File: src/rtl/load_store_unit.sv
// Load/store unit: byte/half/word accesses to a word-wide data memory.
// Sub-word stores are a read-modify-write; misaligned or illegal requests are rejected without a memory access.
module load_store_unit (
   input  logic        clk,
   input  logic        reset_n,
   input  logic        req_valid,
   output logic        req_ready,
   input  logic        req_write,
   input  logic [1:0]  req_size,
   input  logic        req_unsigned,
   input  logic [31:0] req_addr,
   input  logic [31:0] req_wdata,
   output logic        resp_valid,
   output logic [31:0] resp_rdata,
   output logic        resp_misaligned,
   output logic [31:0] mem_address,
   output logic [31:0] mem_write_data,
   output logic        mem_write,
   output logic        mem_read,
   input  logic [31:0] mem_read_data
);

   typedef enum logic [1:0] {IDLE, RD, WR, RESP} state_t;

   state_t      state_q, state_d;
   logic        write_q, write_d;
   logic        unsigned_q, unsigned_d;
   logic        mis_q, mis_d;
   logic [1:0]  size_q, size_d;
   logic [31:0] addr_q, addr_d;
   logic [31:0] wdata_q, wdata_d;
   logic [31:0] word_q, word_d;

   logic        req_mis;
   logic [7:0]  byte_lane;
   logic [15:0] half_lane;
   logic [31:0] load_value;
   logic [31:0] store_word;

   always_comb begin
      req_mis = (req_size == 2'b11) ||
                (req_size == 2'b01 && req_addr[0]) ||
                (req_size == 2'b10 && req_addr[1:0] != 2'b00);
   end

   always_comb begin
      state_d    = state_q;
      write_d    = write_q;
      unsigned_d = unsigned_q;
      mis_d      = mis_q;
      size_d     = size_q;
      addr_d     = addr_q;
      wdata_d    = wdata_q;
      word_d     = word_q;
      case (state_q)
         IDLE: begin
            if (req_valid) begin
               write_d    = req_write;
               unsigned_d = req_unsigned;
               mis_d      = req_mis;
               size_d     = req_size;
               addr_d     = req_addr;
               wdata_d    = req_wdata;
               if (req_mis)                      state_d = RESP;
               else if (!req_write)              state_d = RD;
               else if (req_size == 2'b10)       state_d = WR;
               else                              state_d = RD;
            end
         end
         RD: begin
            word_d  = mem_read_data;
            state_d = write_q ? WR : RESP;
         end
         WR:      state_d = RESP;
         RESP:    state_d = IDLE;
         default: state_d = IDLE;
      endcase
   end

   always_comb begin
      byte_lane  = word_q[{addr_q[1:0], 3'b000} +: 8];
      half_lane  = word_q[{addr_q[1], 4'b0000} +: 16];
      load_value = word_q;
      case (size_q)
         2'b00:   load_value = unsigned_q ? {24'b0, byte_lane} : {{24{byte_lane[7]}}, byte_lane};
         2'b01:   load_value = unsigned_q ? {16'b0, half_lane} : {{16{half_lane[15]}}, half_lane};
         default: load_value = word_q;
      endcase
      store_word = word_q;
      case (size_q)
         2'b00:   store_word[{addr_q[1:0], 3'b000} +: 8] = wdata_q[7:0];
         2'b01:   store_word[{addr_q[1], 4'b0000} +: 16] = wdata_q[15:0];
         default: store_word = wdata_q;
      endcase
   end

   // req_ready is gated by reset_n so it is low during reset, not only after it
   always_comb begin
      req_ready       = reset_n && (state_q == IDLE);
      resp_valid      = 1'b0;
      resp_rdata      = '0;
      resp_misaligned = 1'b0;
      mem_address     = '0;
      mem_write_data  = '0;
      mem_write       = 1'b0;
      mem_read        = 1'b0;
      case (state_q)
         RD: begin
            mem_read    = 1'b1;
            mem_address = {addr_q[31:2], 2'b00};
         end
         WR: begin
            mem_write      = 1'b1;
            mem_address    = {addr_q[31:2], 2'b00};
            mem_write_data = store_word;
         end
         RESP: begin
            resp_valid      = 1'b1;
            resp_misaligned = mis_q;
            if (!write_q && !mis_q) resp_rdata = load_value;
         end
         default: ;
      endcase
   end

   always_ff @(posedge clk or negedge reset_n) begin
      if (!reset_n) begin
         state_q    <= IDLE;
         write_q    <= 1'b0;
         unsigned_q <= 1'b0;
         mis_q      <= 1'b0;
         size_q     <= '0;
         addr_q     <= '0;
         wdata_q    <= '0;
         word_q     <= '0;
      end else begin
         state_q    <= state_d;
         write_q    <= write_d;
         unsigned_q <= unsigned_d;
         mis_q      <= mis_d;
         size_q     <= size_d;
         addr_q     <= addr_d;
         wdata_q    <= wdata_d;
         word_q     <= word_d;
      end
   end

endmodule

File: config.mk
export PLATFORM = sky130hd
export DESIGN_NAME = load_store_unit
export DESIGN_NICKNAME = d
export VERILOG_FILES = /design/src/rtl/load_store_unit.sv
export SDC_FILE = /design/constraint.sdc
export NUM_CORES = 1
export LEC_CHECK = 0
export CAP_MARGIN = 5
export CORE_ASPECT_RATIO = 1.2
export CORE_MARGIN = 4
export CORE_UTILIZATION = 30
export CTS_CLUSTER_SIZE = 24
export DETAILED_ROUTE_END_ITERATION = 6
export PLACE_DENSITY = 0.61
export SLEW_MARGIN = 20
export SYNTH_ARGS = -nofsm -noshare
export SYNTH_HDL_FRONTEND = slang
export SYNTH_SLANG_ARGS = --single-unit
File: constraint.sdc
create_clock -name clk -period 2.8 [get_ports clk]
set_input_delay 0.56 -clock clk [delete_from_list [all_inputs] [get_ports clk]]
set_output_delay 0.56 -clock clk [all_outputs]
set_load 0.05 [all_outputs]
==> flow_summary.html, run 1 <==
<table>
<tr><th>Metric</th><th>Value</th></tr>
<tr><th colspan="2">Run status</th></tr>
<tr><td>Status</td><td>finished clean</td></tr>
<tr><th colspan="2">Worst setup path</th></tr>
<tr><td>Crit path max-delay cell type</td><td>sky130_fd_sc_hd__a2111oi_2</td></tr>
<tr><td>CP peak stage delay</td><td>440 ps</td></tr>
<tr><td>Data required time at the worst endpoint</td><td>2240 ps</td></tr>
<tr><td>Setup CP Type</td><td>flip-flop to primary output</td></tr>
<tr><td>Endpoint kind of the worst setup timing path</td><td>primary output</td></tr>
<tr><td>Sort of element at the start of the critical path</td><td>flip-flop</td></tr>
<tr><td>Worst path arrival time</td><td>2220 ps</td></tr>
<tr><td>Crit-path cells</td><td>ha_2, or3b_4, buf_4, a2111oi_2, buf_12</td></tr>
<tr><td>CP max FO</td><td>16</td></tr>
<tr><th colspan="2">Detailed routing</th></tr>
<tr><td>Antenna Nets Post-Route</td><td>0</td></tr>
<tr><td>Initial detailed-routing violation count</td><td>536</td></tr>
<tr><td>1st-pass router iterations</td><td>5</td></tr>
<tr><td>Drc violations</td><td>0</td></tr>
<tr><td>Via count</td><td>5,784</td></tr>
<tr><td>WL/cell</td><td>21.37 um</td></tr>
<tr><td>Overall routed net length</td><td>23,180 um</td></tr>
<tr><td>Via density</td><td>5.331</td></tr>
<tr><th colspan="2">STA</th></tr>
<tr><td>Actual transition at the worst max-transition pin</td><td>592.4 ps</td></tr>
<tr><td>Final setup violating endpoints</td><td>0</td></tr>
<tr><td>Setup repair after global routing missed its margin</td><td>true</td></tr>
<tr><td>Worst hold margin</td><td>287.1 ps</td></tr>
<tr><td>Worst-case clock skew</td><td>7.976 ps</td></tr>
<tr><td>Time the worst path needs with I/O delays and setup</td><td>2776 ps</td></tr>
<tr><td>Fraction of the cycle the final worst path needs</td><td>0.9915</td></tr>
<tr><td>Worst slew margin</td><td>0.6051</td></tr>
<tr><td>Total count of max-transition violations in the final report</td><td>0</td></tr>
<tr><td>Fmax achieved</td><td>0.3602 GHz</td></tr>
<tr><td>Count of endpoints failing hold in the final timing report</td><td>0</td></tr>
<tr><th colspan="2">Synthesis</th></tr>
<tr><td>Cells after synthesis</td><td>607</td></tr>
<tr><td>Count of different cell masters after synthesis</td><td>52</td></tr>
<tr><td>Avg Synthesized Cell Area</td><td>10.54 sq um</td></tr>
<tr><td>Cell type with the largest total area after synthesis</td><td>sky130_fd_sc_hd__dfrtp_1</td></tr>
<tr><td>Leading register cell type out of synthesis</td><td>sky130_fd_sc_hd__dfrtp_1</td></tr>
<tr><td>Number of synthesized flops with an enable pin</td><td>0</td></tr>
<tr><td>Share of synthesized flip-flops with an asynchronous set or reset</td><td>1.000</td></tr>
<tr><td>Share of Yosys cell area claimed by the top area cell type</td><td>0.4029</td></tr>
<tr><td>Post-synthesis register bit count</td><td>103</td></tr>
<tr><td>Biggest area contributors in the synthesized netlist</td><td>sky130_fd_sc_hd__dfrtp_1 (40%), sky130_fd_sc_hd__mux2_2 (18%), sky130_fd_sc_hd__o21ai_0 (3.7%)</td></tr>
<tr><td>Post-Synthesis Cell Area</td><td>6397 sq um</td></tr>
<tr><td>Sequential fraction of the synthesis area</td><td>0.4029</td></tr>
<tr><td>Synth warnings</td><td>0</td></tr>
<tr><th colspan="2">Place</th></tr>
<tr><td>Placer's final routability congestion estimate</td><td>0.8234</td></tr>
<tr><td>HPWL reported at the end of detailed placement</td><td>16,830 um</td></tr>
<tr><td>Count of input and output buffers</td><td>201</td></tr>
<tr><th colspan="2">Floorplanning</th></tr>
<tr><td>Die ar.</td><td>23,730 sq um</td></tr>
<tr><td>Die Y-Extent</td><td>168.0 um</td></tr>
<tr><td>Total core area</td><td>20,970 sq um</td></tr>
<tr><td>Number of rows in the core area</td><td>58</td></tr>
<tr><td>Initial core utilization</td><td>0.3050</td></tr>
<tr><td>Ports</td><td>204</td></tr>
<tr><td>Chip width</td><td>141.3 um</td></tr>
<tr><th colspan="2">Clocking</th></tr>
<tr><td>Number of clock sinks</td><td>103</td></tr>
<tr><td>Post-CTS clock slew at the launch and capture registers of the worst setup and hold paths</td><td>80 ps</td></tr>
<tr><td>Clock latency on the worst-skew pair</td><td>360 ps</td></tr>
<tr><td>Clock Tree Root</td><td>sky130_fd_sc_hd__clkbuf_16</td></tr>
<tr><td>CTS tree</td><td>done</td></tr>
<tr><td>Number of buffers inserted during clock tree synthesis</td><td>9</td></tr>
<tr><td>Number of H-tree branching levels</td><td>3</td></tr>
<tr><td>Clock Tree Buf Depth</td><td>2</td></tr>
<tr><th colspan="2">Final layout</th></tr>
<tr><td>Register cell area after layout</td><td>2580 sq um</td></tr>
<tr><td>Final antenna diode count</td><td>0</td></tr>
<tr><td>Count of filler cells inserted in the layout</td><td>1,838</td></tr>
<tr><td>Most used cells in the layout excluding fill and tap cells</td><td>sky130_fd_sc_hd__clkdlybuf4s50_1 (104), sky130_fd_sc_hd__mux2_2 (101), sky130_fd_sc_hd__dfrtp_1 (101), sky130_fd_sc_hd__buf_12 (96), sky130_fd_sc_hd__o21ai_0 (37)</td></tr>
<tr><td>Nets@finish</td><td>923</td></tr>
<tr><td>Most frequent standard cell in the layout excluding fill and tap cells</td><td>sky130_fd_sc_hd__clkdlybuf4s50_1</td></tr>
<tr><td>Fraction of final layout cells with drive strength greater than 1</td><td>0.4331</td></tr>
<tr><td>Area Overhead vs Synth</td><td>69.45%</td></tr>
<tr><td>Area of the multi-input gates</td><td>4247 sq um</td></tr>
<tr><th colspan="2">Global routing</th></tr>
<tr><td>Overall Global Routing Usage</td><td>0.1913</td></tr>
<tr><td>First-pass GRT wire length</td><td>34,970 um</td></tr>
<tr><td>Overall overflow remaining after global route</td><td>0</td></tr>
<tr><td>Vias in the first global route</td><td>5,893</td></tr>
<tr><td>Initial antenna violation count</td><td>0</td></tr>
<tr><td>Maximum number of pins on one net before global-route repair</td><td>104</td></tr>
<tr><th colspan="2">Flow run</th></tr>
<tr><td>Max-capacitance violation count</td><td>0</td></tr>
<tr><th colspan="2">Hold path</th></tr>
<tr><td>Path type of the worst min-delay path</td><td>input port to asynchronous set/reset pin</td></tr>
</table>
-- path summary, 6_finish.rpt --
check | from | end | slack (ps) | cells past startpoint
min in group clk | addr_q[13] | addr_q[13] | 500 | 1
max in group asynchronous | reset_n | addr_q[1] | 2060 | 2
worst min-delay path | reset_n | addr_q[10] | 290 | 2
worst max register to register | state_q[1] | word_q[2] | 920 | 5
worst min register to register | addr_q[13] | addr_q[13] | 500 | 1
worst max-delay path | state_q[0] | resp_rdata[2] | 20 | 5
-- state kept, by name (all words and copies together) (netlist names) --
signal,cells
word_q,32
state_q,2
size_q,2
write_q,1
unsigned_q,1
wdata_q,32
addr_q,32
mis_q,1
-- per-stage QoR --
step | setup slack [ps] | cells | util | setup TNS (ps) | cell area (sq um)
global placement | 130.9 | 1052 | 0.4806 | 0 | 10080
global route | -71.40 | 1085 | 0.5169 | -1388 | 10840
CTS | -20.84 | 1080 | 0.5079 | -72.76 | 10650
floorplan | -152.5 | 608 | - | -2016 | 6892
detailed placement | 174.9 | 1052 | 0.4806 | 0 | 10080
finish | 23.86 | 1085 | 0.5169 | 0 | 10840
-- area by class of cell --
type / count / area share
multi-input cells: 444 / 0.3917
inverters: 8 / 0.003578
flip-flops and latches: 103 / 0.2380
clock buffers: 9 / 0.02078
clock inverters: 7 / 0.006925
well taps: 270 / 0.03116
repair buffers: 244 / 0.3078
-- critical path, delay by kind of cell (launching register included) --
family                     cells  cell delay, ps
buffers and inverters          2             450
AOI/OAI and AO/OA              1             440
and+or+nand+nor                1             400
DFF                            1             380
adders and majority gates      1             180
-- cell usage after synthesis, types with 9 or more instances --
library cell	number
sky130_fd_sc_hd__nor2b_1	20
sky130_fd_sc_hd__o22ai_1	15
sky130_fd_sc_hd__nor2_1	25
sky130_fd_sc_hd__clkbuf_1	23
sky130_fd_sc_hd__nand2_1	36
sky130_fd_sc_hd__ha_1	10
sky130_fd_sc_hd__o21ai_2	10
sky130_fd_sc_hd__dfrtp_1	103
sky130_fd_sc_hd__a31oi_1	17
sky130_fd_sc_hd__nand3_1	10
sky130_fd_sc_hd__mux2_2	102
sky130_fd_sc_hd__a221oi_1	15
sky130_fd_sc_hd__buf_4	9
sky130_fd_sc_hd__and2_1	32
sky130_fd_sc_hd__mux2i_1	19
sky130_fd_sc_hd__o21ai_0	47
sky130_fd_sc_hd__buf_1	9
-- routing by layer --
layer | vias to the layer above | global-route usage | routed length (um)
met3 | 40 | 0.05511 | 1829
li1 | 2651 | - | -
met5 | - | 0 | 0
met2 | 235 | 0.3185 | 11460
met4 | 0 | 0.06700 | 662
met1 | 2858 | 0.2363 | 9227
-- kinds of logic (layout without fill, tap and decap cells) --
logic type,after synthesis,in the layout,synth area share
simple gates,160,160,0.1396
compound gates,143,143,0.1535
mux,129,129,0.2374
flops,103,103,0.4029
buf+inv,61,268,0.04635
fa+ha+maj,10,10,0.01956
other cells,1,2,0.0005862
-- timing repair --
action | 4_1_cts | 5_1_grt
hold buffers | 0 | 0
gates resized for setup | 28 | 25
pin swaps | 15 | 12
endpoints found under the setup margin | 62 | 60
setup buffers | 12 | 5
Power of run 1 is left out: the tool's default activity adds up to more than one toggle a clock period on the data nets, which glitch-free logic cannot reach.
==> inputs of run 2 (changes only) <==
PLACE_DENSITY = 0.66   (was 0.61)
==> run 2 against run 1 <==
  * The run now ends with setup timing left
  * Clock skew rose by 1.1 ps
  * Core utilization fell by 0.11 points
  * Fmax fell by 0.86%
  * Worst setup slack got worse by 24 ps
  * Sequential share of layout area rose by 0.073 points
  * Non-clock buffer count rose by 7
  * Sequential cell count did not move
  * Cell count rose by 0.65%
==> flow_summary.html, run 2 (synthesized netlist as in run 1, its figures left out) <==
<table>
<tr><th>Metric</th><th>Value</th></tr>
<tr><th colspan="2">Run status</th></tr>
<tr><td>Status</td><td>finished with violations</td></tr>
<tr><td>Failing checks</td><td>setup timing</td></tr>
<tr><th colspan="2">Worst setup path</th></tr>
<tr><td>Worst path arrival time</td><td>2240 ps (+20 ps)</td></tr>
<tr><td>CP max FO</td><td>6 (-10)</td></tr>
<tr><td>Reg2Reg Capture Point</td><td>word_q[27]</td></tr>
<tr><td>Data required time at the worst endpoint</td><td>2240 ps (about the same)</td></tr>
<tr><td>Critical Path Source</td><td>state_q[0]</td></tr>
<tr><td>Sort of element at the start of the critical path</td><td>flip-flop</td></tr>
<tr><td>Crit-path cells</td><td>ha_2, or3b_4, or3_4, buf_12, o21ai_4, buf_12</td></tr>
<tr><td>Crit path buf inv count</td><td>2 (unchanged)</td></tr>
<tr><td>Reg-to-reg startpoint</td><td>state_q[1]</td></tr>
<tr><td>Flop-to-flop setup slack</td><td>910 ps (about the same)</td></tr>
<tr><td>Depth of the most critical reg-to-reg path</td><td>5 (unchanged)</td></tr>
<tr><td>Endpoint kind of the worst setup timing path</td><td>primary output</td></tr>
<tr><td>CP peak stage delay</td><td>400 ps (-40 ps)</td></tr>
<tr><td>Crit path max-delay cell type</td><td>sky130_fd_sc_hd__or3b_4</td></tr>
<tr><td>Crit-path leading delay family</td><td>simple AND/OR/NAND/NOR gates</td></tr>
<tr><td>Most used cell along the critical path</td><td>sky130_fd_sc_hd__buf_12</td></tr>
<tr><td>Setup CP Type</td><td>flip-flop to primary output</td></tr>
<tr><th colspan="2">Global routing</th></tr>
<tr><td>Maximum number of pins on one net before global-route repair</td><td>104 (unchanged)</td></tr>
<tr><td>Overall overflow remaining after global route</td><td>0 (unchanged)</td></tr>
<tr><td>Vias in the first global route</td><td>5,973 (+1.4%)</td></tr>
<tr><td>First-pass GRT wire length</td><td>36,090 um (+3.2%)</td></tr>
<tr><td>Initial antenna violation count</td><td>1 (+1)</td></tr>
<tr><td>Overall Global Routing Usage</td><td>0.1978 (+0.006488)</td></tr>
<tr><th colspan="2">Detailed routing</th></tr>
<tr><td>Via count</td><td>5,828 (+0.76%)</td></tr>
<tr><td>Antenna Nets Post-Route</td><td>0 (unchanged)</td></tr>
<tr><td>WL/cell</td><td>21.72 um (+1.7%)</td></tr>
<tr><td>Via density</td><td>5.337 (+0.11%)</td></tr>
<tr><td>1st-pass router iterations</td><td>5 (unchanged)</td></tr>
<tr><td>Overall routed net length</td><td>23,720 um (+2.3%)</td></tr>
<tr><td>Initial detailed-routing violation count</td><td>293 (-45%)</td></tr>
<tr><td>Drc violations</td><td>0 (unchanged)</td></tr>
<tr><th colspan="2">Floorplanning</th></tr>
<tr><td>Total core area</td><td>20,970 sq um (unchanged)</td></tr>
<tr><td>Die ar.</td><td>23,730 sq um (unchanged)</td></tr>
<tr><td>Initial core utilization</td><td>0.3050 (unchanged)</td></tr>
<tr><td>Chip width</td><td>141.3 um (unchanged)</td></tr>
<tr><td>Number of rows in the core area</td><td>58 (unchanged)</td></tr>
<tr><td>Ports</td><td>204 (unchanged)</td></tr>
<tr><td>Die Y-Extent</td><td>168.0 um (unchanged)</td></tr>
<tr><th colspan="2">Final layout</th></tr>
<tr><td>Area Overhead vs Synth</td><td>69.10%</td></tr>
<tr><td>Register cell area after layout</td><td>2582 sq um (about the same)</td></tr>
<tr><td>Final cell utilization of the core</td><td>0.5158 (-0.001073)</td></tr>
<tr><td>Count of filler cells inserted in the layout</td><td>1,853 (+0.82%)</td></tr>
<tr><td>Registers with the most flip-flops</td><td>addr_q x32, wdata_q x32, word_q x32</td></tr>
<tr><td>Nets@finish</td><td>930 (+0.76%)</td></tr>
<tr><td>Final Non-Filler Cells</td><td>1,092 (+0.65%)</td></tr>
<tr><td>Most frequent standard cell in the layout excluding fill and tap cells</td><td>sky130_fd_sc_hd__clkdlybuf4s50_1</td></tr>
<tr><td>Most used cells in the layout excluding fill and tap cells</td><td>sky130_fd_sc_hd__clkdlybuf4s50_1 (103), sky130_fd_sc_hd__mux2_2 (101), sky130_fd_sc_hd__dfrtp_1 (99), sky130_fd_sc_hd__buf_12 (93), sky130_fd_sc_hd__buf_4 (49)</td></tr>
<tr><td>Area of the multi-input gates</td><td>4239 sq um (-0.18%)</td></tr>
<tr><td>Fraction of final layout cells with drive strength greater than 1</td><td>0.4348 (+0.001707)</td></tr>
<tr><th colspan="2">Flow run</th></tr>
<tr><td>Max-capacitance violation count</td><td>0 (unchanged)</td></tr>
<tr><th colspan="2">STA</th></tr>
<tr><td>Count of endpoints failing hold in the final timing report</td><td>0 (unchanged)</td></tr>
<tr><td>Worst hold margin</td><td>305.5 ps (+18.44 ps)</td></tr>
<tr><td>Final setup violating endpoints</td><td>1 (+1)</td></tr>
<tr><td>Fmax achieved</td><td>0.3571 GHz (-0.86%)</td></tr>
<tr><td>Setup TNS</td><td>-0.3306 ps (-0.3306 ps)</td></tr>
<tr><td>Actual transition at the worst max-transition pin</td><td>603.0 ps (+10.59 ps)</td></tr>
<tr><td>Total count of max-transition violations in the final report</td><td>0 (unchanged)</td></tr>
<tr><td>Final worst-path setup slack</td><td>-0.3306 ps (-24.19 ps)</td></tr>
<tr><td>Fraction of the cycle the final worst path needs</td><td>1.000 (+0.008640)</td></tr>
<tr><td>Setup repair after global routing missed its margin</td><td>true</td></tr>
<tr><td>Worst slew margin</td><td>0.5980 (-0.007063)</td></tr>
<tr><td>Worst-case clock skew</td><td>9.083 ps (+1.107 ps)</td></tr>
<tr><td>Time the worst path needs with I/O delays and setup</td><td>2800 ps (+24.19 ps)</td></tr>
<tr><th colspan="2">Hold path</th></tr>
<tr><td>Path type of the worst min-delay path</td><td>input port to asynchronous set/reset pin</td></tr>
<tr><th colspan="2">Clocking</th></tr>
<tr><td>Clock Tree Root</td><td>sky130_fd_sc_hd__clkbuf_16</td></tr>
<tr><td>Clock latency on the worst-skew pair</td><td>360 ps (about the same)</td></tr>
<tr><td>Post-CTS clock slew at the launch and capture registers of the worst setup and hold paths</td><td>70 ps (about the same)</td></tr>
<tr><td>Number of H-tree branching levels</td><td>3 (unchanged)</td></tr>
<tr><td>Number of clock sinks</td><td>103 (unchanged)</td></tr>
<tr><td>Clock Tree Buf Depth</td><td>2 (unchanged)</td></tr>
<tr><td>CTS tree</td><td>done</td></tr>
<tr><td>Number of buffers inserted during clock tree synthesis</td><td>9 (unchanged)</td></tr>
<tr><th colspan="2">Place</th></tr>
<tr><td>Placed Cells</td><td>1,057 (+0.48%)</td></tr>
<tr><td>HPWL reported at the end of detailed placement</td><td>17,430 um (+3.5%)</td></tr>
<tr><td>Placer's final routability congestion estimate</td><td>0.8900 (+8.1%)</td></tr>
<tr><td>Count of input and output buffers</td><td>201 (unchanged)</td></tr>
</table>
-- run 2: cell count changes in the layout (fill, tap and decap cells not counted), moves of 3 or more --
| cell | delta |
|---|---|
| sky130_fd_sc_hd__a31oi_4 | -3 |
| sky130_fd_sc_hd__a31oi_2 | +3 |
| sky130_fd_sc_hd__nand3_2 | -4 |
| sky130_fd_sc_hd__nand3_1 | +4 |
| sky130_fd_sc_hd__a2111oi_2 | -4 |
| sky130_fd_sc_hd__a2111oi_4 | +4 |
| sky130_fd_sc_hd__buf_4 | +13 |
| sky130_fd_sc_hd__buf_12 | -3 |
-- run 2: per-stage QoR --
step | setup slack, ps | instance area [sq um]
finish | -0.3306 | 10820
global route | -64.28 | 10820
CTS | -14.19 | 10620
detailed placement | 67.18 | 10100
global placement | 82.43 | 10100
floorplan | -152.5 | 6892
-- run 2: timing repair --
item                       CTS  global route
hold buffers                 0             0
buffers inserted             9             8
pin swaps                    8            26
resized for setup           26            23
setup endpoints to repair   61            62
gates cloned                 1             1
-- run 2: worst reg2reg max path: stages, from the launching register on --
cell	delay (ps)
sky130_fd_sc_hd__dfrtp_1	390
sky130_fd_sc_hd__buf_4	150
sky130_fd_sc_hd__inv_1	90
sky130_fd_sc_hd__ha_1	260
sky130_fd_sc_hd__buf_4	450
sky130_fd_sc_hd__mux2_2	430
-- run 2: worst max-delay path by stage --
| stage | to | depth (start not counted) |
|---|---|---|
| after floorplan | mem_write_data[4] | 7 |
| after global placement | mem_write_data[0] | 6 |
| after detailed placement | mem_write_data[0] | 6 |
| after CTS | resp_rdata[18] | 6 |
| after global routing | mem_write_data[23] | 8 |
| final | resp_rdata[22] | 6 |
-- run 2: layout make-up --
cell class | count | area share
Inverter | 8 | 0.002892
Sequential cell | 103 | 0.2387
Multi-Input combinational cell | 444 | 0.3919
Timing Repair Buffer | 251 | 0.3089
Antenna cell | 1 | 0.0002313
Tap cell | 270 | 0.03123
Clock inverter | 6 | 0.005320
Clock buffer | 9 | 0.02082
-- run 2: routing by layer --
layer	vias to the layer above	routed length, um	track usage
li1	2672	-	-
met2	231	11790	0.3280
met5	-	0	0
met1	2877	9115	0.2393
met4	0	949	0.08597
met3	48	1866	0.05540
Power of run 2 is left out for the same reason.
==> inputs of run 3 (changes only) <==
ABC_AREA = 1   (was default)
CORE_MARGIN = 2   (was 4)
CTS_CLUSTER_SIZE = default   (was 24)
==> run 3 against run 2 <==
  * Sequential cell count is the same
  * Core utilization decreased by 3.5 points
  * Synthesized cell count increased by 66%
  * Sequential share of layout area rose by 0.99 points
  * Die area decreased by 3.0%
  * Via count up 23%
  * Cell count grew 34%
  * Hold slack worse by 7.2 ps
  * Fmax about the same
  * Worst setup slack about the same
  * Clock-buffer cell count did not move
  * Non-clock buffer count down 20
  * The run now ends clean
==> flow_summary.html, run 3 <==
<table>
<tr><th>Metric</th><th>Value</th></tr>
<tr><th colspan="2">Run status</th></tr>
<tr><td>Status</td><td>finished clean</td></tr>
<tr><th colspan="2">Synthesis</th></tr>
<tr><td>Post-synthesis register bit count</td><td>103 (unchanged)</td></tr>
<tr><td>Avg Synthesized Cell Area</td><td>6.516 sq um (-38%)</td></tr>
<tr><td>Synth warnings</td><td>0 (unchanged)</td></tr>
<tr><td>Biggest area contributors in the synthesized netlist</td><td>sky130_fd_sc_hd__dfrtp_1 (39%), sky130_fd_sc_hd__nand2_1 (20%), sky130_fd_sc_hd__o21ai_0 (11%)</td></tr>
<tr><td>Count of different cell masters after synthesis</td><td>25 (-52%)</td></tr>
<tr><td>Leading register cell type out of synthesis</td><td>sky130_fd_sc_hd__dfrtp_1</td></tr>
<tr><td>Cell type with the largest total area after synthesis</td><td>sky130_fd_sc_hd__dfrtp_1</td></tr>
<tr><td>Most numerous cell in the Yosys netlist</td><td>sky130_fd_sc_hd__nand2_1</td></tr>
<tr><td>Post-Synthesis Cell Area</td><td>6549 sq um (+2.4%)</td></tr>
<tr><td>Share of Yosys cell area claimed by the top area cell type</td><td>0.3936 (-0.009314)</td></tr>
<tr><td>Number of synthesized flops with an enable pin</td><td>0 (unchanged)</td></tr>
<tr><td>Share of synthesized flip-flops with an asynchronous set or reset</td><td>1.000 (unchanged)</td></tr>
<tr><td>Cells after synthesis</td><td>1,005 (+66%)</td></tr>
<tr><td>Commonest cells in the synthesized netlist</td><td>sky130_fd_sc_hd__nand2_1 (345), sky130_fd_sc_hd__o21ai_0 (142), sky130_fd_sc_hd__a21oi_1 (103), sky130_fd_sc_hd__dfrtp_1 (103), sky130_fd_sc_hd__inv_1 (102)</td></tr>
<tr><td>Sequential fraction of the synthesis area</td><td>0.3936 (-0.009314)</td></tr>
<tr><th colspan="2">Worst setup path</th></tr>
<tr><td>Termination of the worst setup path</td><td>mem_write_data[12]</td></tr>
<tr><td>CP peak stage delay</td><td>370 ps (-30 ps)</td></tr>
<tr><td>Most used cell along the critical path</td><td>sky130_fd_sc_hd__inv_1</td></tr>
<tr><td>Crit path buf inv count</td><td>3 (+1)</td></tr>
<tr><td>Critical Path Source</td><td>addr_q[0]</td></tr>
<tr><td>Crit-path cells</td><td>inv_1, ha_1, inv_1, nand3_1, o21ai_0, nand2_1, a21oi_2, buf_12</td></tr>
<tr><td>Crit path depth</td><td>8 (+2)</td></tr>
<tr><td>Worst path arrival time</td><td>2240 ps (about the same)</td></tr>
<tr><td>Crit path max-delay cell type</td><td>sky130_fd_sc_hd__dfrtp_1</td></tr>
<tr><td>Depth of the most critical reg-to-reg path</td><td>5 (unchanged)</td></tr>
<tr><td>Endpoint kind of the worst setup timing path</td><td>primary output</td></tr>
<tr><td>Reg-to-reg startpoint</td><td>state_q[1]</td></tr>
<tr><td>Reg2Reg Capture Point</td><td>word_q[12]</td></tr>
<tr><td>Sort of element at the start of the critical path</td><td>flip-flop</td></tr>
<tr><td>Setup CP Type</td><td>flip-flop to primary output</td></tr>
<tr><td>Flop-to-flop setup slack</td><td>910 ps (about the same)</td></tr>
<tr><td>Data required time at the worst endpoint</td><td>2240 ps (about the same)</td></tr>
<tr><td>CP max FO</td><td>8 (+2)</td></tr>
<tr><td>Crit-path leading delay family</td><td>buffers and inverters</td></tr>
<tr><th colspan="2">Clocking</th></tr>
<tr><td>CTS tree</td><td>done</td></tr>
<tr><td>Number of clock sinks</td><td>103 (unchanged)</td></tr>
<tr><td>Post-CTS clock slew at the launch and capture registers of the worst setup and hold paths</td><td>70 ps (about the same)</td></tr>
<tr><td>Clock Tree Buf Depth</td><td>2 (unchanged)</td></tr>
<tr><td>Number of buffers inserted during clock tree synthesis</td><td>9 (unchanged)</td></tr>
<tr><td>Clock Tree Root</td><td>sky130_fd_sc_hd__clkbuf_16</td></tr>
<tr><td>Clock latency on the worst-skew pair</td><td>350 ps (about the same)</td></tr>
<tr><td>Hold-fix buffer count after cts</td><td>0 (unchanged)</td></tr>
<tr><td>Number of H-tree branching levels</td><td>3 (unchanged)</td></tr>
<tr><th colspan="2">Final layout</th></tr>
<tr><td>Final cell utilization of the core</td><td>0.4811 (-0.03468)</td></tr>
<tr><td>Area of the multi-input gates</td><td>3591 sq um (-15%)</td></tr>
<tr><td>Most frequent standard cell in the layout excluding fill and tap cells</td><td>sky130_fd_sc_hd__nand2_1</td></tr>
<tr><td>Count of filler cells inserted in the layout</td><td>2,156 (+16%)</td></tr>
<tr><td>Register cell area after layout</td><td>2579 sq um (-0.15%)</td></tr>
<tr><td>Nets@finish</td><td>1,298 (+40%)</td></tr>
<tr><td>Fraction of final layout cells with drive strength greater than 1</td><td>0.1817 (-0.2532)</td></tr>
<tr><td>Most used cells in the layout excluding fill and tap cells</td><td>sky130_fd_sc_hd__nand2_1 (345), sky130_fd_sc_hd__o21ai_0 (139), sky130_fd_sc_hd__clkdlybuf4s50_1 (104), sky130_fd_sc_hd__inv_1 (102), sky130_fd_sc_hd__dfrtp_1 (102)</td></tr>
<tr><td>Final Non-Filler Cells</td><td>1,463 (+34%)</td></tr>
<tr><td>Final antenna diode count</td><td>0 (-1)</td></tr>
<tr><td>Registers with the most flip-flops</td><td>addr_q x32, wdata_q x32, word_q x32</td></tr>
<tr><td>Area Overhead vs Synth</td><td>58.37%</td></tr>
<tr><th colspan="2">Detailed routing</th></tr>
<tr><td>Overall routed net length</td><td>24,510 um (+3.4%)</td></tr>
<tr><td>Via count</td><td>7,163 (+23%)</td></tr>
<tr><td>Antenna Nets Post-Route</td><td>0 (unchanged)</td></tr>
<tr><td>WL/cell</td><td>16.76 um (-23%)</td></tr>
<tr><td>1st-pass router iterations</td><td>5 (unchanged)</td></tr>
<tr><td>Initial detailed-routing violation count</td><td>623 (+110%)</td></tr>
<tr><td>Drc violations</td><td>0 (unchanged)</td></tr>
<tr><td>Via density</td><td>4.896 (-8.3%)</td></tr>
<tr><th colspan="2">STA</th></tr>
<tr><td>Actual transition at the worst max-transition pin</td><td>596.4 ps (-6.574 ps)</td></tr>
<tr><td>Worst hold margin</td><td>298.3 ps (-7.219 ps)</td></tr>
<tr><td>Fraction of the cycle the final worst path needs</td><td>1.000 (about the same)</td></tr>
<tr><td>Total count of max-transition violations in the final report</td><td>0 (unchanged)</td></tr>
<tr><td>Worst slew margin</td><td>0.6024 (+0.004383)</td></tr>
<tr><td>Time the worst path needs with I/O delays and setup</td><td>2800 ps (-0.4583 ps)</td></tr>
<tr><td>Setup repair after global routing missed its margin</td><td>true</td></tr>
<tr><td>Setup TNS</td><td>0 ps (+0.3306 ps)</td></tr>
<tr><td>Final setup violating endpoints</td><td>0 (-1)</td></tr>
<tr><td>Count of endpoints failing hold in the final timing report</td><td>0 (unchanged)</td></tr>
<tr><td>Worst-case clock skew</td><td>5.734 ps (-3.349 ps)</td></tr>
<tr><td>Fmax achieved</td><td>0.3572 GHz (about the same)</td></tr>
<tr><th colspan="2">Floorplanning</th></tr>
<tr><td>Ports</td><td>204 (unchanged)</td></tr>
<tr><td>Number of rows in the core area</td><td>59 (+1.7%)</td></tr>
<tr><td>Chip width</td><td>138.9 um (-1.7%)</td></tr>
<tr><td>Total core area</td><td>21,560 sq um (+2.8%)</td></tr>
<tr><td>Die ar.</td><td>23,030 sq um (-3.0%)</td></tr>
<tr><td>Initial core utilization</td><td>0.3038 (-0.001227)</td></tr>
<tr><td>Die Y-Extent</td><td>165.9 um (-1.3%)</td></tr>
<tr><th colspan="2">Flow run</th></tr>
<tr><td>Max-capacitance violation count</td><td>0 (unchanged)</td></tr>
<tr><th colspan="2">Pwr</th></tr>
<tr><td>Pleak</td><td>0.004720 uW</td></tr>
<tr><td>Peak supply drop</td><td>1.068 mV</td></tr>
<tr><td>Power per Cell Area</td><td>1411 nW/um^2</td></tr>
<tr><td>Total Power Consumption</td><td>14,630 uW</td></tr>
<tr><th colspan="2">Global routing</th></tr>
<tr><td>Maximum number of pins on one net before global-route repair</td><td>104 (unchanged)</td></tr>
<tr><td>First-pass GRT wire length</td><td>38,920 um (+7.8%)</td></tr>
<tr><td>Overall overflow remaining after global route</td><td>0 (unchanged)</td></tr>
<tr><td>Overall Global Routing Usage</td><td>0.2110 (+0.01320)</td></tr>
<tr><td>Vias in the first global route</td><td>7,090 (+19%)</td></tr>
<tr><td>Initial antenna violation count</td><td>1 (unchanged)</td></tr>
<tr><th colspan="2">Hold path</th></tr>
<tr><td>Path type of the worst min-delay path</td><td>input port to asynchronous set/reset pin</td></tr>
<tr><th colspan="2">Place</th></tr>
<tr><td>HPWL reported at the end of detailed placement</td><td>18,580 um (+6.6%)</td></tr>
<tr><td>Placer's final routability congestion estimate</td><td>0.9291 (+4.4%)</td></tr>
<tr><td>Placed Cells</td><td>1,444 (+37%)</td></tr>
<tr><td>Count of input and output buffers</td><td>201 (unchanged)</td></tr>
</table>
==> run 3: cell types whose count changed in the layout (fill, tap and decap cells not counted), sizes merged, moves of 14 or more <==
cell    change
a31oi      -17
nor2       +46
a221oi     -15
nor2b      -20
o22ai      -14
nand3      +26
nand2     +311
and2       -34
buf        -20
mux2      -100
mux2i      -19
inv       +102
a21oi      +99
o21ai      +91
==> run 3: metrics by stage <==
step,cell area [sq um],worst slack (ps)
floorplan,6792,-205.8
global placement,9945,262.7
detailed placement,9945,276.9
CTS,10260,3.036
global route,10370,-53.69
finish,10370,0.1277
==> run 3: logic make-up after synthesis <==
family | count (synthesis) | synth area share
other | 1 | 0.0005726
buffers and inverters | 171 | 0.1055
AO/OA/AOI/OAI | 260 | 0.2019
flip-flops | 103 | 0.3936
AND/OR/NAND/NOR | 458 | 0.2759
multiplexers | 2 | 0.003439
adder cells (fa/ha/maj) | 10 | 0.01911
==> run 3: worst min path at each step <==
| stage | endpoint | depth (start not counted) | startpoint | slack [ps] |
|---|---|---|---|---|
| 2_1_floorplan | addr_q[0] | 0 | reset_n | 260 |
| 3_3_place_gp | addr_q[5] | 2 | addr_q[5] | 460 |
| 3_5_place_dp | addr_q[13] | 2 | addr_q[13] | 470 |
| 4_1_cts | addr_q[21] | 2 | reset_n | 340 |
| 5_1_grt | addr_q[21] | 2 | reset_n | 350 |
| 6_report | addr_q[21] | 2 | reset_n | 300 |
==> run 3: repair_timing <==
action,in CTS,in global routing
gates resized for setup,7,22
buffers inserted,0,4
endpoints found under the setup margin,34,58
pin swaps,0,2
==> run 3: final cells by class <==
| cell class | instances | share of cell area |
|---|---|---|
| multi-input cells | 732 | 0.3462 |
| repair buffers | 231 | 0.3039 |
| flip-flops and latches | 103 | 0.2486 |
| inverters | 108 | 0.03981 |
| well taps | 274 | 0.03306 |
| clock buffers | 9 | 0.02172 |
| clock inverters | 6 | 0.006635 |
==> run 3: report_power, final <==
| group | leakage (uW) | internal [uW] | switching, uW |
|---|---|---|---|
| Combinational | 0.00330 | 3960 | 6480 |
| Sequential | 0.00127 | 2200 | 690 |
| Clock | 0.000142 | 696 | 604 |
| Total | 0.00472 | 6860 | 7770 |
==> run 3: worst reg2reg max path: stages (launching register included) <==
cell and delay [ps]:
sky130_fd_sc_hd__dfrtp_1 400, sky130_fd_sc_hd__inv_1 140, sky130_fd_sc_hd__ha_2 600, sky130_fd_sc_hd__buf_4 450, sky130_fd_sc_hd__nand2_1 140, sky130_fd_sc_hd__o21ai_0 90
==> run 3: metal layers <==
layer | track usage | wire (um) | vias to the layer above
li1 | - | - | 3540
met1 | 0.2605 | 9862 | 3271
met2 | 0.3495 | 11710 | 308
met3 | 0.06200 | 2185 | 42
met4 | 0.07817 | 747 | 2
met5 | 0 | 11 | -
(Power assumes the default switching activity.)
